$ cat src/rtl/adc_scan_ctrl.sv
// Round-robin scan controller for an ADC128S022: drives CS/SCK/DIN, captures 16-bit frames, emits one sample per frame.
// Optional leading-zero check is built only when ADC_ZERO_CHECK_EN is defined; otherwise frame_err is tied low.
module adc_scan_ctrl #(
    parameter int NUM_CH     = 3,
    parameter int GAP_CYCLES = 2
) (
    input  logic        clk_3125KHz,
    input  logic        reset,
    input  logic        enable,
    input  logic        adc_dout,
    output logic        adc_cs_n,
    output logic        adc_sck,
    output logic        adc_din,
    output logic [11:0] sample_data,
    output logic [2:0]  sample_ch,
    output logic        sample_valid,
    output logic        frame_err
);
    typedef enum logic [1:0] {IDLE, FRAME, GAP} state_t;

    localparam logic [4:0] LAST_FRAME = 5'd31;
    localparam logic [4:0] LAST_GAP   = 5'(GAP_CYCLES - 1);
    localparam logic [2:0] LAST_CH    = 3'(NUM_CH - 1);
`ifdef ADC_ZERO_CHECK_EN
    localparam int SHIFT_W = 15;
`else
    localparam int SHIFT_W = 11;
`endif

    state_t              r_state, w_next_state;
    logic [4:0]          r_cnt, w_next_cnt;
    logic [2:0]          r_addr, r_prev_addr;
    logic                r_dummy;
    logic [SHIFT_W-1:0]  r_shift;
    logic                r_cs_n, r_sck, r_din;
    logic [11:0]         r_sample_data;
    logic [2:0]          r_sample_ch;
    logic                r_sample_valid;
    logic                w_frame_end;
    logic                w_din_next;

    assign w_frame_end = (r_state == FRAME) && (r_cnt == LAST_FRAME);

    always_comb begin
        w_next_state = r_state;
        w_next_cnt   = r_cnt + 5'd1;
        case (r_state)
            IDLE: begin
                w_next_cnt = '0;
                if (enable) w_next_state = FRAME;
            end
            FRAME: begin
                if (r_cnt == LAST_FRAME) begin
                    w_next_state = GAP;
                    w_next_cnt   = '0;
                end
            end
            GAP: begin
                if (r_cnt == LAST_GAP) begin
                    w_next_state = enable ? FRAME : IDLE;
                    w_next_cnt   = '0;
                end
            end
            default: begin
                w_next_state = IDLE;
                w_next_cnt   = '0;
            end
        endcase
    end

    // Bit b spans frame cycles 2b+1..2b+2; address bits occupy b = 2,3,4.
    always_comb begin
        w_din_next = 1'b0;
        if (w_next_state == FRAME) begin
            case (w_next_cnt)
                5'd5, 5'd6:  w_din_next = r_addr[2];
                5'd7, 5'd8:  w_din_next = r_addr[1];
                5'd9, 5'd10: w_din_next = r_addr[0];
                default:     w_din_next = 1'b0;
            endcase
        end
    end

    // Pin outputs are registered from the next-state decode so they never glitch.
    always_ff @(posedge clk_3125KHz or posedge reset) begin
        if (reset) begin
            r_state        <= IDLE;
            r_cnt          <= '0;
            r_addr         <= '0;
            r_prev_addr    <= '0;
            r_dummy        <= 1'b1;
            r_cs_n         <= 1'b1;
            r_sck          <= 1'b1;
            r_din          <= 1'b0;
            r_sample_data  <= '0;
            r_sample_ch    <= '0;
            r_sample_valid <= 1'b0;
        end else begin
            r_state        <= w_next_state;
            r_cnt          <= w_next_cnt;
            r_cs_n         <= (w_next_state != FRAME);
            r_sck          <= (w_next_state != FRAME) || !w_next_cnt[0];
            r_din          <= w_din_next;
            r_sample_valid <= w_frame_end && !r_dummy;
            if (r_state == IDLE) begin
                r_addr  <= '0;
                r_dummy <= 1'b1;
            end else if (w_frame_end) begin
                r_addr      <= (r_addr == LAST_CH) ? 3'd0 : r_addr + 3'd1;
                r_prev_addr <= r_addr;
                r_dummy     <= 1'b0;
                if (!r_dummy) begin
                    r_sample_data <= {r_shift[10:0], adc_dout};
                    r_sample_ch   <= r_prev_addr;
                end
            end
        end
    end

    // Sampling on the sck rising edge: the clk edge that ends each odd frame cycle.
    always_ff @(posedge clk_3125KHz) begin
        if (r_state == FRAME && r_cnt[0])
            r_shift <= {r_shift[SHIFT_W-2:0], adc_dout};
    end

`ifdef ADC_ZERO_CHECK_EN
    logic r_frame_err;

    always_ff @(posedge clk_3125KHz or posedge reset) begin
        if (reset)
            r_frame_err <= 1'b0;
        else
            r_frame_err <= w_frame_end && !r_dummy && (|r_shift[14:11]);
    end

    assign frame_err = r_frame_err;
`else
    assign frame_err = 1'b0;
`endif

    assign adc_cs_n     = r_cs_n;
    assign adc_sck      = r_sck;
    assign adc_din      = r_din;
    assign sample_data  = r_sample_data;
    assign sample_ch    = r_sample_ch;
    assign sample_valid = r_sample_valid;

endmodule

$ cat config.mk
export PLATFORM = sky130hd
export DESIGN_NAME = adc_scan_ctrl
export DESIGN_NICKNAME = d
export VERILOG_FILES = /design/src/rtl/adc_scan_ctrl.sv
export SDC_FILE = /design/constraint.sdc
export NUM_CORES = 1
export LEC_CHECK = 0
export ABC_AREA = 0
export BUFFER_PORTS_ARGS = -buffer_cell sky130_fd_sc_hd__buf_2
export CELL_PAD_IN_SITES_DETAIL_PLACEMENT = 0
export CELL_PAD_IN_SITES_GLOBAL_PLACEMENT = 1
export CORE_ASPECT_RATIO = 0.6
export CORE_MARGIN = 4
export CORE_UTILIZATION = 49
export DETAILED_ROUTE_END_ITERATION = 8
export MAX_ROUTING_LAYER = met4
export PLACE_DENSITY_LB_ADDON = 0.1
export SLEW_MARGIN = 30
export SYNTH_ARGS = -nofsm -noshare
export SYNTH_HDL_FRONTEND = slang
export SYNTH_SLANG_ARGS = --single-unit
$ cat constraint.sdc
create_clock -name clk_3125KHz -period 4.85 [get_ports clk_3125KHz]
set_input_delay 0.97 -clock clk_3125KHz [delete_from_list [all_inputs] [get_ports clk_3125KHz]]
set_output_delay 0.97 -clock clk_3125KHz [all_outputs]
set_load 0.03 [all_outputs]
==> impl_metrics.py <==
metrics = {
    "synthesis": {
        "synth-seq-cells": 44,
        "muxShareOfSynthArea_pct": 11.7,
        "synth_common_cells": "dfrtp_1 (30), mux2_2 (18), edfxtp_1 (11)",
        "syn_area_um2": 1820,
        "synthSimpleGateAreaFrac_pct": 10.5,
        "avgSynthCellArea_um2": 13.9,
        "synth-warning-count": 0,
        "synth.most_common_cell": "dfrtp_1",
        "synth-xor-area-share_pct": 1.45,
        "synthArstFlopShare_pct": 75.0,
        "synth_flop_cell": "dfrtp_1",
        "synth_top_area_cell": "dfrtp_1",
        "synth_top_family_by_area": "multiplexers",
        "synth_edf_count": 11,
        "synth_cell_types": 37,
        "synthTopCellsByArea": "dfrtp_1 (41%), edfxtp_1 (18%), mux2_2 (11%)",
        "synth-compound-area-share_pct": 5.51,
        "syn-num-nets": 142,
        "synth_top_area_share_pct": 41.4,
        "syn_inst": 131,
        "yosys.area_share.adder_pct": 4.82,
        "yosysSeqAreaShare_pct": 63.9,
    },
    "worst_setup_path": {
        "cp.buffers_inverters": 0,
        "crit_arrival_ns": 2.67,
        "startpoint_type": "flip-flop",
        "cpLargestDelayFamily": "simple AND/OR/NAND/NOR gates",
        "slowest_delay_ns": 0.62,
        "critical_path_depth": 6,
        "path_max_fanout": 15,
        "cp_common_cell": "ha_1",
        "r2r.worst_path.cells": 6,
        "crit_start": "r_cnt[0]$_DFF_PP0_",
        "crit_end": "sample_data[1]$_DFFE_PP0P_",
        "cp_cell_sequence": "ha_1 -> and3_1 -> ha_1 -> nand2_1 -> nor3_4 -> mux2_2",
        "endpoint_kind": "flip-flop",
        "critPathSlowestCell": "nor3_4",
        "critical_path_class": "flip-flop to flip-flop",
        "rr_startpoint": "r_cnt[0]$_DFF_PP0_",
        "r2r_end": "sample_data[1]$_DFFE_PP0P_",
        "r2r_setup_slack_ns": 2.36,
        "cp_data_required_time_ns": 5.02,
    },
    "pwr": {
        "vdd_drop_max_v": 0.000238,
        "clockPowerShare_pct": 30.5,
        "p_int_mw": 0.663,
        "finalPower_mw": 0.927,
        "pwr-share-comb_pct": 20.2,
        "seqPwrFrac_pct": 49.3,
        "power.leakage_nw": 1.02,
        "swShare_pct": 28.5,
        "p_switching_mw": 0.264,
        "p_per_area_nw_per_um2": 441,
    },
    "placed_design": {
        "gp_congestion": 0.826,
        "port_buffers": 22,
        "dp_hpwl_um": 2260,
    },
    "cells_and_area": {
        "final_util_pct": 61.8,
        "layout-drive-gt1-share_pct": 34.4,
        "nNetsFinal": 170,
        "syn_to_final_growth_pct": 15.9,
        "antenna_cells": 0,
    },
    "timing": {
        "finClkSkew_ns": 0.00340,
        "rsz0062_at_grt": "no",
        "setup_viol": 0,
        "fmax_mhz": 401,
        "tightest_slew_ns": 0.731,
        "fin_crit_ns": 2.49,
        "fin_setup_tns_ns": 0,
        "min_period_over_period_pct": 51.4,
        "maxSlewViolCount": 0,
        "hold_viol": 0,
        "slew_headroom_pct": 51.1,
    },
    "floorplanning": {
        "num_io_pins": 24,
        "rows": 16,
        "dieArea_um2": 4770,
        "start_util_pct": 53.3,
        "die_w_um": 86.6,
        "die-height_um": 55.2,
        "core_region_area_um2": 3400,
    },
    "routing": {
        "wl_per_cell_um": 15.4,
        "drt_first_pass_iters": 4,
        "drt-initial-drc-count": 32,
        "drcViolationCount": 0,
        "drt-total-wl_um": 3160,
        "routed-wl-met3_um": 235,
        "top_layer": "met4",
        "vias": 1066,
        "m1WireLength_um": 1600,
        "final_antenna_net_count": 0,
        "viasPerCell": 5.20,
        "wl_met2_um": 1320,
    },
    "global_route": {
        "grt_pass1_vias": 1090,
        "grt-ovfl-total": 0,
        "grt_pass1_wl_um": 5410,
        "grt_max_degree": 34,
        "antenna_found_initial": 0,
        "grt_use_total_pct": 16.0,
    },
    "clock_tree": {
        "clk_pin_slew_ns": 0.08,
        "cts_tree": "built",
        "cts-buffers-inserted": 5,
        "h-tree-depth": 2,
        "cts-hold-fix-buffers": 0,
        "cts_root_buf": "clkbuf_8",
        "clk_latency_ns": 0.28,
        "clock_sinks": 44,
        "cts.repair.resized": 0,
        "cts.path.max_buffers": 2,
        "cts_setup_buffers": 0,
    },
    "run_status": {
        "status": "completed",
    },
    "hold_path": {
        "holdPathStages": 0,
        "min_path_type": "flip-flop to flip-flop",
    },
    "job": {
        "cap_violations": 0,
    },
}
-- placed cells by master (no fill, tap or decap), drive strengths merged, types with 2 or more instances in the layout --
cell     n
dfrtp   30
buf     23
mux2    18
edfxtp  11
nor2     8
ha       7
inv      6
nand2    6
nor2b    6
clkbuf   6
a21oi    4
xor2     3
dfstp    3
o21ai    3
a211oi   2
and2     2
nor3     2
or3      2
-- metrics by stage --
step,worst slack [ns],instance area [um2],instances,hold WS [ns]
2_1_floorplan,2.48,1820,131,0.420
3_3_place_gp,2.17,1980,197,0.424
3_5_place_dp,2.35,1990,197,0.432
4_1_cts,2.33,2100,205,0.451
5_1_grt,2.13,2100,205,0.463
6_report,2.36,2100,205,0.452
-- worst reg2reg max path, stage by stage (launching register included) --
cell and delay, ns:
dfrtp_1 0.50, ha_1 0.23, and3_1 0.17, ha_1 0.22
nand2_1 0.21, nor3_4 0.63, mux2_2 0.42
-- flip-flops by register name, summed over array words and instances (netlist names) --
signal        flops
adc_cs_n          1
adc_din           1
adc_sck           1
r_addr            3
r_cnt             5
r_dummy           1
r_prev_addr       3
r_shift          11
r_state           2
sample_ch         3
sample_data      12
sample_valid      1
-- routing by layer --
metal / GRT usage, % / up-vias
li1: - / 514
met1: 22.5 / 516
met2: 22.7 / 34
met3: 4.59 / 2
met4: 4.66 / 0
met5: - / -
-- cell families (layout without fill, tap and decap cells) --
logic type / Yosys count / in the layout
DFF: 44 / 44
and+or+nand+nor: 34 / 34
muxes: 19 / 19
AOI/OAI and AO/OA: 15 / 15
buffers and inverters: 8 / 37
adders and majority gates: 7 / 7
xor gates and xnor gates: 3 / 3
other: 1 / 1
-- cell type report --
cell class                      instances  area (um2)
Fill cell                             277        1300
Clock inverter                          2        33.8
Timing Repair Buffer                   23         118
Sequential cell                        44        1160
Multi-Input combinational cell         79         632
Tap cell                               45        56.3
Clock buffer                            6        82.6
Inverter                                6        22.5
-- power by group through the flow --
stage | registers (mW) | logic, mW | clock network (mW)
3_3_place_gp | 0.463 | 0.186 | 0
6_report | 0.457 | 0.187 | 0.283
4_1_cts | 0.458 | 0.189 | 0.287
3_5_place_dp | 0.465 | 0.186 | 0
2_1_floorplan | 0.476 | 0.121 | 0
5_1_grt | 0.463 | 0.210 | 0.307
-- how the worst min path moves through the flow --
| stage | from | end |
|---|---|---|
| 6_report | r_shift[2]$_DFFE_PP_ | r_shift[3]$_DFFE_PP_ |
| 5_1_grt | r_shift[3]$_DFFE_PP_ | r_shift[4]$_DFFE_PP_ |
| 4_1_cts | r_shift[2]$_DFFE_PP_ | r_shift[3]$_DFFE_PP_ |
| 3_5_place_dp | r_shift[2]$_DFFE_PP_ | r_shift[3]$_DFFE_PP_ |
| 3_3_place_gp | r_shift[2]$_DFFE_PP_ | r_shift[3]$_DFFE_PP_ |
| 2_1_floorplan | r_shift[9]$_DFFE_PP_ | r_shift[10]$_DFFE_PP_ |
Power figures use the tool's default switching activity.
